==> src/rtl/hazard_scoreboard_pkg.sv <==
// rtl/hazard_scoreboard_pkg.sv - shared encodings for the hazard/forwarding/scoreboard unit
package hazard_scoreboard_pkg;

    localparam logic [1:0] WB_ALU = 2'b00;
    localparam logic [1:0] WB_MEM = 2'b01;
    localparam logic [1:0] WB_PC4 = 2'b10;

    localparam logic [1:0] FWD_RF = 2'b00;
    localparam logic [1:0] FWD_M  = 2'b10;
    localparam logic [1:0] FWD_W  = 2'b01;

endpackage

==> src/rtl/hazard_scoreboard_sb_regfile_bits.sv <==
// rtl/hazard_scoreboard_sb_regfile_bits.sv - pending-destination bits, occupancy count, sticky error
module sb_regfile_bits
    import hazard_scoreboard_pkg::*;
#(
    parameter int REG_ADDR_W  = 5,
    parameter int MAX_PENDING = 4,
    parameter int CNT_W       = $clog2(MAX_PENDING + 1)
) (
    input  logic                       clk,
    input  logic                       rst_n,
    input  logic                       set_en,
    input  logic [REG_ADDR_W-1:0]      set_rd,
    input  logic                       clr_valid,
    input  logic [REG_ADDR_W-1:0]      clr_rd,
    output logic [2**REG_ADDR_W-1:0]   pending,
    output logic [CNT_W-1:0]           count,
    output logic                       full,
    output logic                       err
);

    localparam logic [REG_ADDR_W-1:0] X0 = '0;

    logic                     inc;
    logic                     dec;
    logic                     bad_done;
    logic [2**REG_ADDR_W-1:0] pending_nxt;

    assign inc      = set_en && (set_rd != X0);
    // x0 can never be pending, so a completion naming x0 is always a bad completion
    assign dec      = clr_valid && (clr_rd != X0) && pending[clr_rd];
    assign bad_done = clr_valid && !dec;
    assign full     = (count == CNT_W'(MAX_PENDING));

    always_comb begin
        pending_nxt = pending;
        if (dec) pending_nxt[clr_rd] = 1'b0;
        if (inc) pending_nxt[set_rd] = 1'b1;
    end

    always_ff @(posedge clk or negedge rst_n) begin
        if (!rst_n) begin
            pending <= '0;
            count   <= '0;
            err     <= 1'b0;
        end else begin
            pending <= pending_nxt;
            unique case ({inc, dec})
                2'b10:   count <= count + CNT_W'(1);
                2'b01:   count <= count - CNT_W'(1);
                default: count <= count;
            endcase
            if (bad_done) err <= 1'b1;
        end
    end

endmodule

==> src/rtl/hazard_scoreboard.sv <==
// rtl/hazard_scoreboard.sv - stall/flush/forward control with long-latency destination scoreboard
module hazard_scoreboard
    import hazard_scoreboard_pkg::*;
#(
    parameter int REG_ADDR_W  = 5,
    parameter int MAX_PENDING = 4,
    parameter int CNT_W       = $clog2(MAX_PENDING + 1)
) (
    input  logic                  clk,
    input  logic                  rst_n,
    input  logic [REG_ADDR_W-1:0] rs1_d,
    input  logic [REG_ADDR_W-1:0] rs2_d,
    input  logic                  rs1_used_d,
    input  logic                  rs2_used_d,
    input  logic                  branch_d,
    input  logic [REG_ADDR_W-1:0] rd_d,
    input  logic                  long_d,
    input  logic                  valid_d,
    input  logic                  kill_d,
    input  logic [REG_ADDR_W-1:0] rs1_e,
    input  logic [REG_ADDR_W-1:0] rs2_e,
    input  logic [REG_ADDR_W-1:0] rd_e,
    input  logic                  reg_write_e,
    input  logic [1:0]            wb_sel_e,
    input  logic [REG_ADDR_W-1:0] rd_m,
    input  logic                  reg_write_m,
    input  logic [REG_ADDR_W-1:0] rd_w,
    input  logic                  reg_write_w,
    input  logic                  lt_done_valid,
    input  logic [REG_ADDR_W-1:0] lt_done_rd,
    output logic                  stall_f,
    output logic                  stall_d,
    output logic                  flush_e,
    output logic                  fwd1_d,
    output logic                  fwd2_d,
    output logic [1:0]            fwd1_e,
    output logic [1:0]            fwd2_e,
    output logic                  sb_full,
    output logic [CNT_W-1:0]      sb_count,
    output logic                  sb_err
);

    localparam logic [REG_ADDR_W-1:0] X0 = '0;

    logic [2**REG_ADDR_W-1:0] pending;
    logic                     m_load;
    logic                     h1;
    logic                     h2;
    logic                     src1_haz;
    logic                     src2_haz;
    logic                     waw_haz;
    logic                     struct_haz;
    logic                     hazard;
    logic                     issue;

    // M has no writeback-select input of its own; track it by delaying E's select one stage
    always_ff @(posedge clk or negedge rst_n) begin
        if (!rst_n) m_load <= 1'b0;
        else        m_load <= (wb_sel_e == WB_MEM);
    end

    assign h1 = rs1_used_d && (rs1_d != X0);
    assign h2 = rs2_used_d && (rs2_d != X0);

    assign src1_haz = h1 && (
           ((rs1_d == rd_e) && reg_write_e && ((wb_sel_e == WB_MEM) || branch_d))
        || (branch_d && (rs1_d == rd_m) && reg_write_m && m_load)
        || pending[rs1_d]);

    assign src2_haz = h2 && (
           ((rs2_d == rd_e) && reg_write_e && ((wb_sel_e == WB_MEM) || branch_d))
        || (branch_d && (rs2_d == rd_m) && reg_write_m && m_load)
        || pending[rs2_d]);

    assign waw_haz    = valid_d && (rd_d != X0) && pending[rd_d];
    assign struct_haz = valid_d && long_d && sb_full;
    assign hazard     = src1_haz || src2_haz || waw_haz || struct_haz;

    assign stall_f = rst_n && hazard;
    assign stall_d = rst_n && hazard;
    assign flush_e = rst_n && hazard;

    assign issue = valid_d && long_d && (rd_d != X0) && !hazard && !kill_d;

    assign fwd1_d = rs1_used_d && (rs1_d != X0) && (rs1_d == rd_m) && reg_write_m;
    assign fwd2_d = rs2_used_d && (rs2_d != X0) && (rs2_d == rd_m) && reg_write_m;

    always_comb begin
        fwd1_e = FWD_RF;
        if ((rs1_e != X0) && (rs1_e == rd_m) && reg_write_m)      fwd1_e = FWD_M;
        else if ((rs1_e != X0) && (rs1_e == rd_w) && reg_write_w) fwd1_e = FWD_W;
    end

    always_comb begin
        fwd2_e = FWD_RF;
        if ((rs2_e != X0) && (rs2_e == rd_m) && reg_write_m)      fwd2_e = FWD_M;
        else if ((rs2_e != X0) && (rs2_e == rd_w) && reg_write_w) fwd2_e = FWD_W;
    end

    sb_regfile_bits #(
        .REG_ADDR_W (REG_ADDR_W),
        .MAX_PENDING(MAX_PENDING),
        .CNT_W      (CNT_W)
    ) u_bits (
        .clk      (clk),
        .rst_n    (rst_n),
        .set_en   (issue),
        .set_rd   (rd_d),
        .clr_valid(lt_done_valid),
        .clr_rd   (lt_done_rd),
        .pending  (pending),
        .count    (sb_count),
        .full     (sb_full),
        .err      (sb_err)
    );

endmodule
==> config.mk <==
export PLATFORM = sky130hd
export DESIGN_NAME = hazard_scoreboard
export DESIGN_NICKNAME = d
export VERILOG_FILES = /design/src/rtl/hazard_scoreboard_pkg.sv /design/src/rtl/hazard_scoreboard_sb_regfile_bits.sv /design/src/rtl/hazard_scoreboard.sv
export SDC_FILE = /design/constraint.sdc
export NUM_CORES = 1
export LEC_CHECK = 0
export CAP_MARGIN = 20
export CORE_MARGIN = 3
export CORE_UTILIZATION = 55
export CTS_CLUSTER_DIAMETER = 60
export DETAILED_ROUTE_END_ITERATION = 7
export PLACE_DENSITY = 0.85
export SYNTH_ARGS = -nofsm -noshare
export SYNTH_HDL_FRONTEND = slang
export SYNTH_SLANG_ARGS = --single-unit
export TNS_END_PERCENT = 30
==> constraint.sdc <==
create_clock -name clk -period 11.5 [get_ports clk]
set_clock_uncertainty 0.05 [all_clocks]
set_input_delay 2.875 -clock clk [delete_from_list [all_inputs] [get_ports clk]]
set_output_delay 2.875 -clock clk [all_outputs]
set_load 0.05 [all_outputs]
==> results of run 1 <==
where the power goes:
group          switching [uW]  total [uW]  internal [uW]
Sequential               31.7         182            150
Combinational             109         198           88.3
Clock                    45.4        88.5           43.1
Total                     186         468            281
logic make-up (layout without fill, tap and decap cells):
kind of cell	count (synthesis)	in the layout	synth area share [%]
and+or+nand+nor	145	145	22.00
DFF	37	37	26.00
buffers and inverters	36	84	4.462
xor gates and xnor gates	43	43	10.58
muxes	50	50	19.85
AOI/OAI and AO/OA	93	93	16.20
adders and majority gates	2	2	0.9135
layout by cell type (no fill, tap or decap), types with 9 or more instances in the layout:
| cell | netlist | routed |
|---|---|---|
| xor2_1 | 12 | 12 |
| nand4_1 | 9 | 9 |
| o21ai_0 | 49 | 49 |
| mux4_2 | 15 | 15 |
| nand2_1 | 35 | 35 |
| nor2_1 | 19 | 19 |
| nor3_1 | 9 | 9 |
| nand3_1 | 20 | 20 |
| dfrtp_1 | 37 | 37 |
| mux2i_1 | 32 | 32 |
| clkdlybuf4s50_1 | 0 | 71 |
| xnor2_1 | 31 | 31 |
| o31ai_1 | 13 | 13 |
synthesized netlist by cell type, drive strengths merged, types with 3 or more instances:
cell type / instances / share of area, %
a21oi: 5 / 0.70
a22oi: 5 / 1.1
buf: 14 / 2.1
clkbuf: 20 / 2.1
dfrtp: 37 / 26
mux2i: 32 / 9.0
mux4: 16 / 10
nand2: 35 / 3.7
nand2b: 7 / 1.2
nand3: 20 / 2.8
nand3b: 8 / 1.7
nand4: 10 / 1.9
nand4b: 4 / 0.98
nor2: 19 / 2.0
nor2b: 8 / 1.4
nor3: 9 / 1.3
nor4: 6 / 1.1
o21ai: 49 / 6.9
o22ai: 5 / 0.88
o31ai: 13 / 2.7
o32ai: 3 / 0.74
o41ai: 5 / 1.4
or3: 5 / 0.88
or4: 4 / 0.95
xnor2: 31 / 7.6
xor2: 12 / 3.0
sequential cells by signal, indices dropped and copies added (netlist names):
signal	cells
u_bits.pending	32
u_bits.err	1
u_bits.count	3
m_load	1
worst min path at each step:
stage / start / end / slack (ns) / depth (start not counted)
finish: u_bits.err / u_bits.err / 0.42 / 1
floorplan: u_bits.pending[0] / u_bits.pending[0] / 0.43 / 1
CTS: u_bits.err / u_bits.err / 0.42 / 1
global placement: u_bits.err / u_bits.err / 0.39 / 1
detailed placement: u_bits.err / u_bits.err / 0.40 / 1
global route: u_bits.err / u_bits.err / 0.44 / 1
layout make-up:
| type | instances | area share [%] |
|---|---|---|
| Multi-Input combinational cell | 333 | 57.40 |
| Sequential cell | 37 | 21.46 |
| Timing Repair Buffer | 74 | 16.94 |
| Tap cell | 75 | 2.175 |
| Clock buffer | 8 | 1.856 |
| Inverter | 2 | 0.1740 |
metrics by stage:
step | total power [uW] | util [%] | hold slack (ns) | worst slack [ns] | area [um2]
detailed placement | 377.2 | 69.46 | 0.3994 | 2.045 | 4234
floorplan | 302.8 | - | 0.4314 | 3.025 | 3561
finish | 467.7 | 70.77 | 0.4241 | 2.067 | 4314
global placement | 371.8 | 69.46 | 0.3926 | 2.102 | 4234
CTS | 465.3 | 70.77 | 0.4208 | 2.037 | 4314
global route | 490.0 | 70.77 | 0.4445 | 1.825 | 4314
metal layers:
metal	up-vias	track usage, %
met4	0	10.48
met3	40	4.087
met1	1734	44.90
met5	-	0
li1	1615	-
met2	278	49.79
==> impl_metrics.json, run 1 <==
{
  "p_per_area_mw_per_mm2": 108.4,
  "cp.buffers_inverters": 3,
  "drc": 0,
  "fin_crit_ns": 9.433,
  "status": "finished, final reports clean",
  "dr_wl_met3_um": 1284,
  "wl_um": 11660,
  "hold_class": "reg -> reg",
  "wl_met1_um": 4773,
  "placed_cells": 521,
  "crit_required_ns": 8.58,
  "viasPerCell": 6.932,
  "nets": 514,
  "grt.total_usage_pct": 31.51,
  "crit_type": "in -> out",
  "nFillCells": 510,
  "clk_pin_slew_worst_paths_ns": 0.07,
  "crit_fanout": 33,
  "synthArstFlopShare_pct": 100.0,
  "reg2reg_slack_ns": 7.96,
  "synthesis.instances": 406,
  "tightestPinTransition_ns": 1.060,
  "cp.arrival_ns": 6.51,
  "drtPass1Iterations": 7,
  "crit_end": "stall_f",
  "yosysSeqAreaShare_pct": 26.00,
  "initial_core_util_pct": 58.42,
  "crit_path_top_delay_cell": "clkdlybuf4s50_1",
  "cts_tree": "yes",
  "antenna_found_initial": 0,
  "grt_start_max_net_pins": 39,
  "synth_seq_cells": 37,
  "rsz0062_at_grt": "false",
  "finalSetupViolCount": 0,
  "critPathLaunch": "rs1_d[0]",
  "drv_cap": 0,
  "htreeDepth": 2,
  "finalNonFillerCells": 529,
  "cp_common_cell": "clkdlybuf4s50_1",
  "p_leak_uw": 0.001575,
  "gp_congestion": 0.9890,
  "chipWidth_um": 86.47,
  "crit_chain": "clkdlybuf4s50_1 > mux4_1 > mux2_2 > o2bb2ai_1 > o41ai_2 > nand4_2 > buf_4 > and2_1 > clkdlybuf4s50_1",
  "drive_gt1_share_pct": 6.828,
  "routedWlPerCell_um": 22.03,
  "met2_length_um": 5279,
  "crit_family": "buffers and inverters",
  "critPathLaunchType": "primary input",
  "drt_iter0_drc": 421,
  "endpoint_kind": "output port",
  "n_antenna_cell": 0,
  "cts-resized-gates": 0,
  "yosys_warnings": 0,
  "syn_area_mm2": 0.003561,
  "ir_drop_uv": 119.7,
  "root_buffer": "clkbuf_8",
  "critical_path.max_stage_delay_ns": 0.93,
  "ff_latch_area_um2": 925.9,
  "synth_nets": 467,
  "syn_avg_cell_area_um2": 8.771,
  "io_buffers": 72,
  "grt_pass1_vias": 3526,
  "grt_pass1_wl_um": 18550,
  "clock_sinks": 37,
  "clock_path_buffers": 2,
  "multi_input_area_mm2": 0.002476,
  "slew_headroom_pct": 29.09,
  "r2r_start": "u_bits.pending[5]",
  "finalSetupTns_ns": 0,
  "timing.rr.end": "u_bits.count[2]",
  "synth_cell_types": 50,
  "post_cts_buffers": 0,
  "finalHoldViolations": 0,
  "synthToLayoutAreaGrowth_pct": 21.15,
  "die_y_um": 86.47,
  "drt.antenna.violating_nets": 0,
  "final.period_utilization_pct": 82.03,
  "post-dp-hpwl_um": 8604,
  "fmax_ghz": 0.1060,
  "cts_buffers": 5,
  "overflow": 0,
  "finalMaxSlewViolations": 0,
  "path_depth": 9,
  "synth_flop_cell": "dfrtp_1",
  "core-area_mm2": 0.006096,
  "synth_edf_count": 0,
  "num_rows": 28,
  "vias": 3667,
  "hold_buffers": 0,
  "r2r_cells": 12,
  "die-area_mm2": 0.007476,
  "io_pins": 73,
  "routed.top_layer": "met4",
  "clk_latency_ns": 0.28
}
Power figures use the tool's default switching activity.
==> inputs of run 2 (changes only) <==
CORE_UTILIZATION = 53   (was 55)
PLACE_DENSITY = 0.82   (was 0.85)
clock period = 8.8 ns   (was 11.5 ns; I/O delays follow)
==> run 2 against run 1 <==
Compared with the run above:
- cell area grew 0.38%
- critical path depth is the same
- via count grew 0.57%
- clock power grew 37%
- non-clock buffer count grew 1
- sequential share of layout area shrank 0.081 points
- worst hold slack lost 0.0094 ns
- final cell count grew 0.38%
- sequential power grew 31%
- utilization shrank 3.3 points
- first-iteration DRC count shrank 13%
- routed wire length shrank 1.1%
- critical path type unchanged
- largest cell class unchanged
- largest power group unchanged
==> impl_metrics.json, run 2 (synthesis results as in run 1) <==
{
  "clock_sinks": 37,
  "drt_iter0_drc": 367,
  "clock_path_buffers": 2,
  "finalSetupTns_ns": 0,
  "cp.arrival_ns": 5.53,
  "critPathLaunchType": "primary input",
  "drt.antenna.violating_nets": 0,
  "grt_start_max_net_pins": 39,
  "ir_drop_uv": 109.9,
  "gp_congestion": 0.9887,
  "clk_latency_ns": 0.29,
  "regMostFlops": "u_bits.pending",
  "finalNonFillerCells": 531,
  "crit_type": "in -> out",
  "io_pins": 73,
  "wl_um": 11530,
  "nets": 515,
  "core-area_mm2": 0.006422,
  "overflow": 0,
  "htreeDepth": 2,
  "fin_util_pct": 67.43,
  "finalHoldViolations": 0,
  "drv_cap": 0,
  "critical_path.max_stage_delay_ns": 1.18,
  "grt.total_usage_pct": 30.08,
  "die-area_mm2": 0.007738,
  "chipWidth_um": 87.97,
  "hold_class": "reg -> reg",
  "initial_core_util_pct": 55.45,
  "cts_tree": "yes",
  "largest_reg_flops": 32,
  "layout_common_cells": "clkdlybuf4s50_1, o21ai_0, dfrtp_1",
  "die_y_um": 87.97,
  "hold_buffers": 0,
  "slew_headroom_pct": 28.58,
  "viasPerCell": 6.945,
  "final.period_utilization_pct": 88.35,
  "status": "finished, final reports clean",
  "vias": 3688,
  "placed_cells": 524,
  "clk_pin_slew_worst_paths_ns": 0.08,
  "post-dp-hpwl_um": 8427,
  "cp.buffers_inverters": 2,
  "fmax_ghz": 0.1286,
  "finalSetupViolCount": 0,
  "final_common_cell": "clkdlybuf4s50_1",
  "crit_required_ns": 6.55,
  "crit_fanout": 20,
  "io_buffers": 72,
  "fin_crit_ns": 7.775,
  "cts-resized-gates": 0,
  "holdWs_ns": 0.4147,
  "n_antenna_cell": 0,
  "rsz0062_at_grt": "false",
  "reg.largest.list": "u_bits.pending x32, u_bits.count x3",
  "p_per_area_mw_per_mm2": 142.5,
  "drtPass1Iterations": 5,
  "synthToLayoutAreaGrowth_pct": 21.61,
  "antenna_found_initial": 0,
  "crit_path_top_delay_cell": "clkdlybuf4s50_1",
  "p_leak_uw": 0.001585,
  "crit_chain": "clkdlybuf4s50_1 > mux2i_1 > a22oi_1 > nand3_1 > nand3_1 > a311oi_1 > nand4_2 > and2_1 > clkdlybuf4s50_1",
  "drc": 0,
  "post_cts_buffers": 0,
  "cts_buffers": 5,
  "endpoint_kind": "output port",
  "power_uw": 617.1,
  "drive_gt1_share_pct": 7.269,
  "crit_family": "buffers and inverters",
  "num_rows": 29,
  "root_buffer": "clkbuf_8",
  "reg2reg_slack_ns": 5.12,
  "finalMaxSlewViolations": 0,
  "tightestPinTransition_ns": 1.068,
  "routedWlPerCell_um": 21.71,
  "grt_pass1_vias": 3578,
  "grt_pass1_wl_um": 18100
}
[run 2: cell types whose count changed in the layout (fill, tap and decap cells not counted)]
| cell | previous run | this run |
|---|---|---|
| clkbuf_8 | 5 | 6 |
| clkbuf_1 | 3 | 1 |
| buf_4 | 2 | 3 |
[run 2: worst paths after layout]
check,end,cells after the start,startpoint
hold reg to reg,u_bits.err,1,u_bits.err
hold / removal,u_bits.err,1,u_bits.err
setup reg to reg,u_bits.count[2],12,u_bits.pending[3]
min in group asynchronous,u_bits.pending[25],1,rst_n
setup / recovery,stall_f,9,rs2_d[1]
max in group asynchronous,u_bits.pending[10],1,rst_n
[run 2: worst reg2reg max path, stage by stage (launching register included)]
cell and delay (ns):
dfrtp_1 0.45, mux4_2 0.51, mux2_2 0.28, o2bb2ai_1 0.13
o41ai_2 0.48, nand4_2 0.18, buf_4 0.28, nand3b_1 0.23
ha_1 0.27, fa_1 0.39, xnor2_1 0.13, nor2_1 0.11
xor2_1 0.14
[run 2: power breakdown]
group,total [uW],internal [uW],switching [uW]
Combinational,257,116,141
Clock,121,62.2,58.8
Sequential,239,196,43.2
[run 2: area by class of cell]
cell class | count | area (um2)
fill | 537 | 2092
multi-input combinational | 333 | 2476
sequential | 37 | 925.9
inverter | 2 | 7.507
timing repair buffer | 75 | 738.2
tap | 77 | 96.34
clock buffer | 7 | 86.33
[run 2: metal layers]
layer / GRT usage (%) / up-vias / share of wire [%]
met5: 0 / - / 0
met4: 11.02 / 0 / 3.3
met3: 5.456 / 49 / 11
met2: 49.93 / 281 / 47
met1: 39.30 / 1748 / 39
li1: - / 1610 / -
[run 2: metrics by stage]
stage / cell area [um2] / setup WS, ns
floorplan: 3561 / 1.675
global placement: 4244 / 1.136
detailed placement: 4244 / 1.111
CTS: 4330 / 1.104
global route: 4330 / 0.8954
finish: 4330 / 1.025
==> inputs of run 3 (changes only) <==
REMOVE_ABC_BUFFERS = 1   (was not set)
==> run 3 against run 2 <==
Compared with the run above:
- worst hold slack improved by 0.0048 ns
- clock power grew 8%
- setup slack got worse by 0.14 ns
- sequential power hardly changed
- utilization up 0.58 points
- power rose by 1.6%
- critical endpoint unchanged
==> impl_metrics.json, run 3 (synthesis results as in run 1) <==
{
  "status": "finished, final reports clean",
  "grt_use_met2_pct": 48.84,
  "cp_common_cell": "clkdlybuf4s50_1",
  "layout_common_cells": "clkdlybuf4s50_1, o21ai_0, dfrtp_1",
  "finalSetupViolCount": 0,
  "initial_core_util_pct": 55.45,
  "ir_drop_uv": 105.0,
  "crit_path_top_delay_cell": "clkdlybuf4s50_1",
  "clk_pin_slew_worst_paths_ns": 0.07,
  "fin_crit_ns": 7.914,
  "antenna_found_initial": 0,
  "r2r_start": "u_bits.pending[4]",
  "core-area_mm2": 0.006422,
  "cp.buffers_inverters": 3,
  "timing.rr.end": "u_bits.count[2]",
  "cts-resized-gates": 0,
  "grt_pass1_wl_um": 17960,
  "cp.arrival_ns": 5.66,
  "p_per_area_mw_per_mm2": 143.5,
  "slew_headroom_pct": 35.58,
  "finalNonFillerCells": 535,
  "crit_chain": "clkdlybuf4s50_1 > mux2i_1 > o32ai_1 > nor4_1 > a22oi_1 > nand3_1 > nand4_2 > buf_4 > and2_1 > clkdlybuf4s50_1",
  "vias": 3731,
  "synthToLayoutAreaGrowth_pct": 22.66,
  "hold_buffers": 0,
  "reg2reg_slack_ns": 5.28,
  "path_depth": 10,
  "placed_cells": 527,
  "crit_required_ns": 6.55,
  "final.period_utilization_pct": 89.93,
  "grt.total_usage_pct": 30.18,
  "routedWlPerCell_um": 21.28,
  "grt_start_max_net_pins": 39,
  "crit_type": "in -> out",
  "r2r_cells": 12,
  "nets": 518,
  "drt.antenna.violating_nets": 0,
  "io_pins": 73,
  "critPathLaunchType": "primary input",
  "cts_buffers": 5,
  "fmax_ghz": 0.1264,
  "drtPass1Iterations": 5,
  "grt_most_used_layer": "met2",
  "critical_path.max_stage_delay_ns": 1.10,
  "crit_end": "stall_f",
  "finalHoldViolations": 0,
  "p_leak_uw": 0.001609,
  "drv_cap": 0,
  "gp_congestion": 1.025,
  "post_cts_buffers": 0,
  "drive_gt1_share_pct": 8.297,
  "reg.largest.list": "u_bits.pending x32, u_bits.count x3",
  "rsz0062_at_grt": "false",
  "clock_sinks": 37,
  "io_buffers": 72,
  "n_antenna_cell": 0,
  "largest_reg_flops": 32,
  "grt_pass1_vias": 3603,
  "root_buffer": "clkbuf_8",
  "hold_class": "reg -> reg",
  "drt_iter0_drc": 317,
  "wl_um": 11380,
  "setup_ws_ns": 0.8864,
  "clock_path_buffers": 2,
  "finalMaxSlewViolations": 0,
  "viasPerCell": 6.974,
  "critPathLaunch": "rd_d[0]",
  "cts_tree": "yes",
  "crit_family": "buffers and inverters",
  "crit_fanout": 33,
  "finalSetupTns_ns": 0,
  "nFillCells": 503,
  "use_met1_pct": 37.92,
  "die_y_um": 87.97,
  "endpoint_kind": "output port",
  "htreeDepth": 2,
  "clk_latency_ns": 0.30,
  "chipWidth_um": 87.97,
  "overflow": 0,
  "final_common_cell": "clkdlybuf4s50_1",
  "post-dp-hpwl_um": 8433,
  "holdWs_ns": 0.4194,
  "regMostFlops": "u_bits.pending",
  "tightestPinTransition_ns": 0.9633,
  "grt_use_met3_pct": 7.150,
  "drc": 0,
  "num_rows": 29,
  "dp_slack_ns": 0.9437,
  "die-area_mm2": 0.007738,
  "holdPathStages": 1
}
[run 3: changes by cell type in the layout (fill, tap and decap cells not counted), sizes merged]
cell	change
buf	+3
clkinv	+1
[run 3: routing by layer]
metal | up-vias | part of all wire, %
met5 | - | 0
met4 | 0 | 4.2
met3 | 59 | 12
met2 | 281 | 46
met1 | 1770 | 38
li1 | 1621 | -
[run 3: final cells by class]
type	instances	area, um2	share of cell area (%)
well taps	77	96.34	2.206
clock buffers	7	96.34	2.206
multi-input cells	333	2476	56.69
inverters	2	7.507	0.1719
clock inverters	1	5.005	0.1146
flip-flops and latches	37	925.9	21.20
repair buffers	78	760.7	17.42
[run 3: worst min-delay path by stage]
stage | startpoint | slack [ns] | end
2_1_floorplan | u_bits.pending[0] | 0.35 | u_bits.pending[0]
3_3_place_gp | u_bits.err | 0.39 | u_bits.err
3_5_place_dp | u_bits.err | 0.41 | u_bits.err
4_1_cts | u_bits.err | 0.43 | u_bits.err
5_1_grt | u_bits.err | 0.44 | u_bits.err
6_report | u_bits.err | 0.42 | u_bits.err
[run 3: power breakdown]
group / internal [uW] / leakage (uW) / total (uW) / switching (uW)
Sequential: 196 / 0.000489 / 239 / 42.7
Combinational: 117 / 0.00107 / 257 / 140
Clock: 70.7 / 0.0000542 / 131 / 60.0
[run 3: through the flow]
step	total power [uW]	util (%)	cell area (um2)
2_1_floorplan	376.1	-	3410
6_report	626.8	68.01	4368
4_1_cts	624.5	68.01	4368
3_5_place_dp	493.8	66.43	4267
5_1_grt	655.5	68.01	4368
3_3_place_gp	486.1	66.43	4267
[run 3: worst reg2reg max path: cells and delay by family (launching register included)]
kind | cells | cell delay (ns)
multiplexers | 2 | 0.79
AND/OR/NAND/NOR | 3 | 0.46
flip-flops | 1 | 0.47
XOR/XNOR | 2 | 0.27
AO/OA/AOI/OAI | 2 | 0.52
adder cells (fa/ha/maj) | 2 | 0.63
buffers and inverters | 1 | 0.25
